===== config.mk =====
export PLATFORM = sky130hd
export DESIGN_NAME = cpu_run_ctrl
export DESIGN_NICKNAME = d
export VERILOG_FILES = /design/src/rtl/runctrl_pkg.sv /design/src/rtl/cpu_run_ctrl_btn_debounce.sv /design/src/rtl/cpu_run_ctrl.sv
export SDC_FILE = /design/constraint.sdc
export NUM_CORES = 1
export LEC_CHECK = 0
export CAP_MARGIN = 20
export CORE_MARGIN = 4
export CORE_UTILIZATION = 40
export CTS_CLUSTER_DIAMETER = 40
export DETAILED_ROUTE_END_ITERATION = 16
export PLACE_DENSITY = 0.63
export SLEW_MARGIN = 20
export SYNTH_ARGS = -nofsm -noshare
export SYNTH_HDL_FRONTEND = slang
export SYNTH_HIERARCHICAL = 1
export SYNTH_SLANG_ARGS = --single-unit

===== constraint.sdc =====
create_clock -name clk -period 4.18 [get_ports clk]
set_clock_uncertainty 0.2 [all_clocks]
set_input_delay 0.418 -clock clk [delete_from_list [all_inputs] [get_ports clk]]
set_output_delay 0.418 -clock clk [all_outputs]
set_load 0.05 [all_outputs]

===== src/rtl/runctrl_pkg.sv =====
// Shared definitions for the AVR run/halt/step sequencer: FSM state codes and
// default timing parameters.
package runctrl_pkg;

  typedef logic [2:0] state_t;

  localparam state_t S_RESET = 3'd0;
  localparam state_t S_HALT  = 3'd1;
  localparam state_t S_RUN   = 3'd2;
  localparam state_t S_STEP  = 3'd3;
  localparam state_t S_PROG  = 3'd4;

  localparam int DEB_CYC_DEF        = 50000;
  localparam int PROG_IDLE_CYC_DEF  = 1000000;
  localparam int RESET_HOLD_CYC_DEF = 16;
  localparam int DIV_W_DEF          = 8;

  // States in which the core is allowed out of reset.
  function automatic logic core_live(input state_t s);
    return (s == S_HALT) || (s == S_RUN) || (s == S_STEP);
  endfunction

endpackage


===== src/rtl/cpu_run_ctrl_btn_debounce.sv =====
// Button conditioner: 2-FF synchroniser, stability counter and a one-clock
// pulse on each accepted press (debounced rising edge).
module btn_debounce
  import runctrl_pkg::*;
#(
  parameter int DEB_CYC = DEB_CYC_DEF
) (
  input  logic clk,
  input  logic rst,
  input  logic btn_i,
  output logic press_o
);

  localparam int CW = $clog2(DEB_CYC + 1);

  logic          sync1_q, sync2_q;
  logic          level_q, level_d;
  logic          press_q, press_d;
  logic [CW-1:0] cnt_q, cnt_d;

  // Any sample agreeing with the accepted level restarts the stability count.
  always_comb begin
    cnt_d   = '0;
    level_d = level_q;
    press_d = 1'b0;
    if (sync2_q != level_q) begin
      if (cnt_q == CW'(DEB_CYC - 1)) begin
        level_d = sync2_q;
        press_d = sync2_q;
      end else begin
        cnt_d = cnt_q + 1'b1;
      end
    end
  end

  always_ff @(posedge clk or posedge rst) begin
    if (rst) begin
      sync1_q <= 1'b0;
      sync2_q <= 1'b0;
      level_q <= 1'b0;
      press_q <= 1'b0;
      cnt_q   <= '0;
    end else begin
      sync1_q <= btn_i;
      sync2_q <= sync1_q;
      level_q <= level_d;
      press_q <= press_d;
      cnt_q   <= cnt_d;
    end
  end

  assign press_o = press_q;

endmodule


===== src/rtl/cpu_run_ctrl.sv =====
// Run/halt/step sequencer producing the AVR core clock-enable and reset.
// Optional PC breakpoint compiled in when RUNCTRL_BP_EN is defined.
module cpu_run_ctrl
  import runctrl_pkg::*;
#(
  parameter int DEB_CYC        = DEB_CYC_DEF,
  parameter int PROG_IDLE_CYC  = PROG_IDLE_CYC_DEF,
  parameter int RESET_HOLD_CYC = RESET_HOLD_CYC_DEF,
  parameter int DIV_W          = DIV_W_DEF
) (
  input  logic        clk,
  input  logic        rst,
  input  logic        prog_we,
  input  logic        btn_run,
  input  logic        btn_step,
  input  logic [2:0]  div_sel,
  input  logic [15:0] pc,
  input  logic [15:0] bp_addr,
  input  logic        bp_en,
  output logic        core_ce,
  output logic        core_rst_n,
  output logic [2:0]  state,
  output logic        bp_hit
);

  localparam int HW = $clog2(RESET_HOLD_CYC + 1);
  localparam int IW = $clog2(PROG_IDLE_CYC + 1);

  logic [1:0] btn_raw;
  logic [1:0] press;
  logic       run_press, step_press;

  assign btn_raw    = {btn_step, btn_run};
  assign run_press  = press[0];
  assign step_press = press[1];

  for (genvar gi = 0; gi < 2; gi++) begin : g_deb
    btn_debounce #(.DEB_CYC(DEB_CYC)) u_deb (
      .clk     (clk),
      .rst     (rst),
      .btn_i   (btn_raw[gi]),
      .press_o (press[gi])
    );
  end

  state_t           state_q, state_d;
  logic [HW-1:0]    hold_q, hold_d;
  logic [IW-1:0]    idle_q, idle_d;
  logic [DIV_W-1:0] div_q, div_d;
  logic [2:0]       rate_q, rate_d;
  logic             ce_q, ce_d;
  logic             rst_n_q, rst_n_d;
  logic             bp_hit_q, bp_hit_d;
  logic             skip_q, skip_d;
  logic             tick;
  logic             bp_match;
  logic [DIV_W-1:0] div_term;

  assign div_term = (DIV_W'(1) << rate_q) - DIV_W'(1);
  assign tick     = (div_q == div_term);

`ifdef RUNCTRL_BP_EN
  // skip_q lets the first tick after a halt execute the breakpointed word.
  assign bp_match = bp_en && (pc == bp_addr) && !skip_q;
`else
  logic unused_bp;
  assign bp_match  = 1'b0;
  assign unused_bp = ^{pc, bp_addr, bp_en, skip_q};
`endif

  always_comb begin
    state_d  = state_q;
    hold_d   = hold_q;
    idle_d   = idle_q;
    div_d    = div_q;
    rate_d   = rate_q;
    ce_d     = 1'b0;
    bp_hit_d = bp_hit_q;
    skip_d   = skip_q;
    if (run_press || step_press) bp_hit_d = 1'b0;
    if (prog_we) begin
      state_d = S_PROG;
      idle_d  = '0;
    end else begin
      case (state_q)
        S_RESET: begin
          if (hold_q == HW'(RESET_HOLD_CYC - 1)) begin
            state_d = S_HALT;
            hold_d  = '0;
          end else begin
            hold_d = hold_q + 1'b1;
          end
        end
        S_PROG: begin
          if (idle_q == IW'(PROG_IDLE_CYC - 1)) begin
            state_d = S_RESET;
            idle_d  = '0;
            hold_d  = '0;
          end else begin
            idle_d = idle_q + 1'b1;
          end
        end
        S_HALT: begin
          if (run_press) begin
            state_d = S_RUN;
            div_d   = '0;
            rate_d  = div_sel;
            skip_d  = 1'b1;
          end else if (step_press) begin
            state_d = S_STEP;
            div_d   = '0;
            rate_d  = div_sel;
          end
        end
        S_RUN: begin
          if (run_press) begin
            state_d = S_HALT;
          end else if (tick) begin
            div_d  = '0;
            rate_d = div_sel;
            skip_d = 1'b0;
            if (bp_match) begin
              state_d  = S_HALT;
              bp_hit_d = 1'b1;
            end else begin
              ce_d = 1'b1;
            end
          end else begin
            div_d = div_q + 1'b1;
          end
        end
        S_STEP: begin
          if (tick) begin
            ce_d    = 1'b1;
            state_d = S_HALT;
          end else begin
            div_d = div_q + 1'b1;
          end
        end
        default: state_d = S_RESET;
      endcase
    end
    // ce is only ever raised alongside a live next state, so it cannot overlap reset.
    rst_n_d = core_live(state_d);
  end

  always_ff @(posedge clk or posedge rst) begin
    if (rst) begin
      state_q  <= S_RESET;
      hold_q   <= '0;
      idle_q   <= '0;
      div_q    <= '0;
      rate_q   <= '0;
      ce_q     <= 1'b0;
      rst_n_q  <= 1'b0;
      bp_hit_q <= 1'b0;
      skip_q   <= 1'b0;
    end else begin
      state_q  <= state_d;
      hold_q   <= hold_d;
      idle_q   <= idle_d;
      div_q    <= div_d;
      rate_q   <= rate_d;
      ce_q     <= ce_d;
      rst_n_q  <= rst_n_d;
      bp_hit_q <= bp_hit_d;
      skip_q   <= skip_d;
    end
  end

  assign core_ce    = ce_q;
  assign core_rst_n = rst_n_q;
  assign state      = state_q;
  assign bp_hit     = bp_hit_q;

endmodule


### Word level (Yosys, flattened, before mapping)

Index checks and enable logic that the tools add are counted.

| operators by class | value |
|---|---|
| $add $sub $neg | 6 |
| multipliers | 0 |
| divide/modulo/power cells | 0 |
| order comparisons | 0 |
| equal/unequal tests | 19 |
| shift operators | 1 |
| mux-type cells | 37 |
| bitwise gates (word level) | 1 |
| reduce and logical (&&, ||, !) cells | 12 |

Operators with widths:

| operator | count |
|---|---|
| 16-bit 2-to-1 mux | 4 |
| 20-bit 2-to-1 mux | 3 |
| 8-bit 2-to-1 mux | 5 |
| 3-bit 2-to-1 mux | 11 |
| 16-bit by 1-bit adder with 16-bit output (second input constant) | 2 |
| 16-bit equality test (second input constant) | 2 |
| 8-bit one-hot mux with 3 select lines | 1 |
| 20-bit by 1-bit adder with 20-bit output (second input constant) | 1 |
| 20-bit equality test (second input constant) | 1 |
| 3-bit one-hot mux with 5 select lines | 1 |
| 3-bit by 2-bit equality test with 1-bit output (second input constant) | 4 |
| 5-bit 2-to-1 mux | 2 |
| 5-bit one-hot mux with 2 select lines | 1 |
| 5-bit AND reduction | 2 |
| 8-bit by 1-bit adder with 8-bit output (second input constant) | 1 |
| 8-bit equality test | 1 |
| 2-bit != test (second input constant) | 4 |
| 1-bit by 3-bit left shift with 8-bit output (first input constant) | 1 |
| 8-bit by 2-bit subtractor with 8-bit output (second input constant) | 1 |
| 1-bit 2-to-1 mux | 7 |
| 3-bit by 1-bit equality test with 1-bit output (second input constant) | 2 |
| 3-bit one-hot mux with 2 select lines | 1 |
| 2-bit nonzero test | 3 |
| 5-bit by 1-bit adder with 5-bit output (second input constant) | 1 |
| other kinds (11) | 14 |

| word-level totals | value |
|---|---|
| register bits | 81 |
| bits in latches | 0 |
| RAM bits | 0 |
| bits in read-only memories | 0 |
| input port bits | 41 |
| output and inout bits | 6 |
| word-level logic and storage cells | 93 |
| memories kept | 0 |

### Logic depth before layout (Yosys ltp)

| depth | value |
|---|---|
| depth in word-level cells | 9 |
| gate-level depth with buffers | 12 |
| gate-level depth less buffers | 10 |

### Hierarchy

Netlist, hierarchy kept.

Modules (own cells, without submodules):

| module | times used | cells each | area each (µm²) | seq. area each (µm²) |
|---|---|---|---|---|
| cpu_run_ctrl | 1 | 266 | 2,371.0 | 1,026.0 |
| btn_debounce | 2 | 87 | 930.9 | 500.5 |

### Worst setup path after synthesis

Ideal clock, no wire load.

| timing path | value |
|---|---|
| path type | flip-flop to flip-flop |
| start point | register rate_q[1] |
| end point | register rst_n_q, in the netlist core_rst_n |
| library setup time | 124 ps |
| arrival | 2,617 ps |
| data required time | 3,856 ps |
| slack | 1,239 ps |
| cell stages (with the launch flop) | 12 |
| buffers on the path | 3 |
| period minus slack after synthesis | 2,941 ps |
| cell sequence | dfrtp_1 -> buf_2 -> or3_1 -> ha_1 -> buf_2 -> xnor2_1 -> a311oi_1 -> nand4_1 -> o21ai_2 -> buf_6 -> inv_2 -> or2_1 |

| between the ends | value |
|---|---|
| longest elaborated chain between the ends | 9 |
| elaborated cells between the ends (all ways) | 11 |
| those cells by class | add/sub: 1; eq/ne: 4; shift: 1; mux: 3; reduce/logical: 2 |

Ends and longest elaborated chain:

| element | line | text |
|---|---|---|
| start, declared | cpu_run_ctrl.sv:50 | `logic [2:0] rate_q, rate_d;` |
| start signal, assigned | cpu_run_ctrl.sv:163 | `rate_q <= rate_d;` |
| 1-bit by 3-bit left shift with 8-bit output * | cpu_run_ctrl.sv:59 | `assign div_term = (DIV_W'(1) << rate_q) - DIV_W'(1);` |
| 8-bit by 2-bit subtractor with 8-bit output * | cpu_run_ctrl.sv:59 |  |
| 8-bit equality test * | cpu_run_ctrl.sv:60 | `assign tick = (div_q == div_term);` |
| 3-bit 2-to-1 mux * | cpu_run_ctrl.sv:133 | `if (tick) begin` |
| 3-bit one-hot mux with 5 select lines * | cpu_run_ctrl.sv:85 | `case (state_q)` |
| 3-bit 2-to-1 mux * | cpu_run_ctrl.sv:81 | `if (prog_we) begin` |
| net state_d[1] | cpu_run_ctrl.sv:46 | `state_t state_q, state_d;` |
| 3-bit by 1-bit equality test with 1-bit output / 3-bit by 2-bit equality test with 1-bit output (equally long branches) | runctrl_pkg.sv:20 | `return (s == S_HALT) \|\| (s == S_RUN) \|\| (s == S_STEP);` |
| 1-bit logical OR | runctrl_pkg.sv:20 |  |
| 1-bit logical OR * | runctrl_pkg.sv:20 |  |
| net rst_n_d | cpu_run_ctrl.sv:52 | `logic rst_n_q, rst_n_d;` |
| end signal, assigned | cpu_run_ctrl.sv:165 | `rst_n_q <= rst_n_d;` |
| end, declared | cpu_run_ctrl.sv:52 |  |

The timed path passes the listed nets; every way through them passes the cells marked *.
A chain may end at the register's enable or synchronous reset.

### Worst setup path after layout

Ends and elaborated chain as after synthesis.

==> run summary <==
Sw Ratio: 0.241
vias per inst: 5.47
via count: 3229
register bit total from synthesis: 81
final hold viol count: 0
clock sinks: 81
area of the core: 10300 µm²
f_max: 302 MHz
CTS Hold Bufs: 0
DRT Wirelength: 8.20 mm
initial antenna violation count: 0
switching pwr: 362 µW
post-synth top area cell: dfrtp_1
slowest cell on the critical path: a311oi_1
Placed Area: 4450 µm²
internal power: 1140 µW
Synth async-reset ratio: 1.00
run status: finished clean
PortBufs: 12
Die Wd: 111 µm
Worst VDD drop: 0.203 mV
largest net degree at the start of global routing: 30
post-CTS sizing: 0
syn nets: 487
combinational fraction of design power: 0.056
Synth Warn #: 6
Routed Antenna Nets: 0
Worst Hold Class: reg -> reg
Area growth, synth to finish: 10.3%
grt ovf: 0
first-pass GRT wire length: 14.9 mm
number of global-route vias before repair: 3230
Filler Cell Count: 977
share of the synthesized area in the top cell type: 0.479
DR pass1 iterations: 4
buffer count from post-CTS setup fixing: 0
Crit Path Max Fanout: 16
period utilization: 0.793
Flop pwr share: 0.539
most common flop cell mapped by yosys: dfrtp_1
clock share of power: 0.405
slowest cell delay on critical path: 580 ps
final setup TNS: 0 ps
crit end category: flop
CTS Buf Count: 9
number of max-cap violations: 0
Avg Inst Size Synth: 9.62 µm²
WP data required: 4220 ps
H-tree lvl count: 3
Worst Max-Slew Pin Slew: 876 ps
GPL Wtd Cong: 0.792
sequential share of the synthesized area: 0.479
Max Slew Vio Count: 0
Final Critical Period: 3310 ps
WL/cell: 13.9 µm
CTS clk-pin slew, worst paths: 80 ps
Critical Path, Cell by Cell: or3_1 > ha_1 > xnor2_1 > a311oi_1 > nand4_1 > o21ai_2 > inv_2 > or2_1
final number of setup-violating endpoints: 0
Total Nets Final: 496
Total Power: 1500 µW
initial DRC count: 91
number of synthesized flops with an enable pin: 0
initial core utilization: 0.410
GRT Total Usage: 0.142
Ports: 47
TritonCTS clock tree: built
Syn Std Cell Area: 4230 µm²
std cell rows: 37
worst endpoint data arrival time: 3360 ps
Final Cell Area: 4670 µm²
drt drc: 0
Die H: 111 µm
Slew headroom: 0.414
top area cells in the synthesized netlist: dfrtp_1 (48%), xnor2_1 (5.2%), nor2_1 (4.9%)
cell count after synthesis: 440
Non-Filler Instances: 590
power density cells: 322 nW/µm²
Clock Path Buffers: 2
critical path class: reg -> reg
Clock Latency Late Sink: 360 ps
RSZ-0062 raised after global routing: false
clock root cell: clkbuf_8
antenna cell count: 0
startpoint types: flop
count of cell types in the netlist: 59
placed cell count: 574
P_leak: 0.00189 µW
Die ar.: 12300 µm²
share of cells above drive strength 1: 0.0859
post-DP HPWL: 5.50 mm
## sequential cells by signal, indices dropped and copies added, names as in the netlist
| name | count |
|---|---|
| g_deb.u_deb/cnt_q | 32 |
| idle_q | 20 |
| div_q | 8 |
| hold_q | 5 |
| rate_q | 3 |
| state | 3 |
| g_deb.u_deb/level_q | 2 |
| g_deb.u_deb/press_o | 2 |
| g_deb.u_deb/sync1_q | 2 |
| g_deb.u_deb/sync2_q | 2 |
| core_ce | 1 |
| core_rst_n | 1 |
## final cells by class
class / instances / area [µm²] / share of cell area
clock buffers: 11 / 151 / 0.0324
repair buffers: 13 / 128 / 0.0273
flip-flops and latches: 81 / 2030 / 0.434
clock inverters: 5 / 61.3 / 0.0131
multi-input cells: 329 / 2080 / 0.445
inverters: 15 / 56.3 / 0.0121
well taps: 136 / 170 / 0.0364
## worst max-delay path: cells and delay by family (launching register included)
kind / cells / cell delay, ps
compound gates: 2 / 1030
fa+ha+maj: 1 / 310
flops: 1 / 550
simple gates: 3 / 880
xor+xnor: 1 / 170
buf+inv: 1 / 60
## final timing paths
check                                            start                      to  slack, ps  depth (start not counted)
worst max register to register               rate_q[1]              core_rst_n        870                          8
worst max-delay path                         rate_q[1]              core_rst_n        870                          8
worst min-delay path            g_deb[0].u_deb/sync1_q  g_deb[0].u_deb/sync2_q        160                          0
max in group asynchronous                          rst              idle_q[16]       2820                          3
min in group asynchronous                          rst               hold_q[4]        330                          2
worst min register to register  g_deb[0].u_deb/sync1_q  g_deb[0].u_deb/sync2_q        160                          0
## cell usage in the layout, fill, tap and decap left out, drive strengths merged, types with 4 or more instances in the layout
| master | synthesis | final |
|---|---|---|
| dfrtp | 81 | 81 |
| nor2 | 55 | 55 |
| o21ai | 38 | 38 |
| nand2 | 32 | 32 |
| xnor2 | 25 | 25 |
| nand3 | 25 | 25 |
| inv | 15 | 17 |
| a21oi | 16 | 16 |
| or3 | 13 | 13 |
| and3 | 13 | 13 |
| clkdlybuf4s50 | 0 | 12 |
| nand4 | 12 | 12 |
| nor3 | 11 | 11 |
| clkbuf | 8 | 11 |
| o31ai | 9 | 9 |
| xor2 | 9 | 9 |
| nor4 | 8 | 8 |
| nor4bb | 6 | 6 |
| ha | 6 | 6 |
| mux2 | 5 | 5 |
| nor4b | 4 | 4 |
| nand2b | 4 | 4 |
| and2 | 4 | 4 |
## layer usage
layer  part of all wire  vias to the layer above  track usage
met2               0.47                       44        0.232
li1                   -                     1594            -
met1               0.48                     1581        0.186
met3              0.034                       10       0.0388
met4              0.013                        0       0.0419
met5                  0                        -            0
## synth_stat cells (8+ instances only)
master	count
a21oi_1	16
and3_1	13
clkbuf_1	8
dfrtp_1	81
inv_1	14
nand2_1	30
nand3_1	23
nand4_1	8
nor2_1	55
nor3_1	11
nor4_1	8
o21ai_0	36
o31ai_1	9
or3_1	13
xnor2_1	25
xor2_1	9
## per-stage QoR
stage	utilization	hold slack (ps)	worst slack, ps
after floorplan	-	131	1240
after global placement	0.431	131	1010
after detailed placement	0.431	139	942
after CTS	0.452	158	926
after global routing	0.452	162	590
final	0.452	156	867
## cells by family after synthesis
family                     after synthesis  synth area share
muxes                                    6            0.0157
adders and majority gates                6            0.0177
DFF                                     81             0.479
AOI/OAI and AO/OA                       82             0.126
and+or+nand+nor                        200             0.259
other                                    1          0.000886
xor gates and xnor gates                34            0.0704
buffers and inverters                   30            0.0313
## power groups by stage
stage / clock [µW] / combinational [µW] / sequential, µW
after floorplan: 0 / 67.1 / 820
after detailed placement: 0 / 85.6 / 825
after global placement: 0 / 82.4 / 825
after CTS: 632 / 86.1 / 810
final: 609 / 84.0 / 810
after global routing: 663 / 96.6 / 813
No activity file was read; power rests on OpenSTA's default activity.
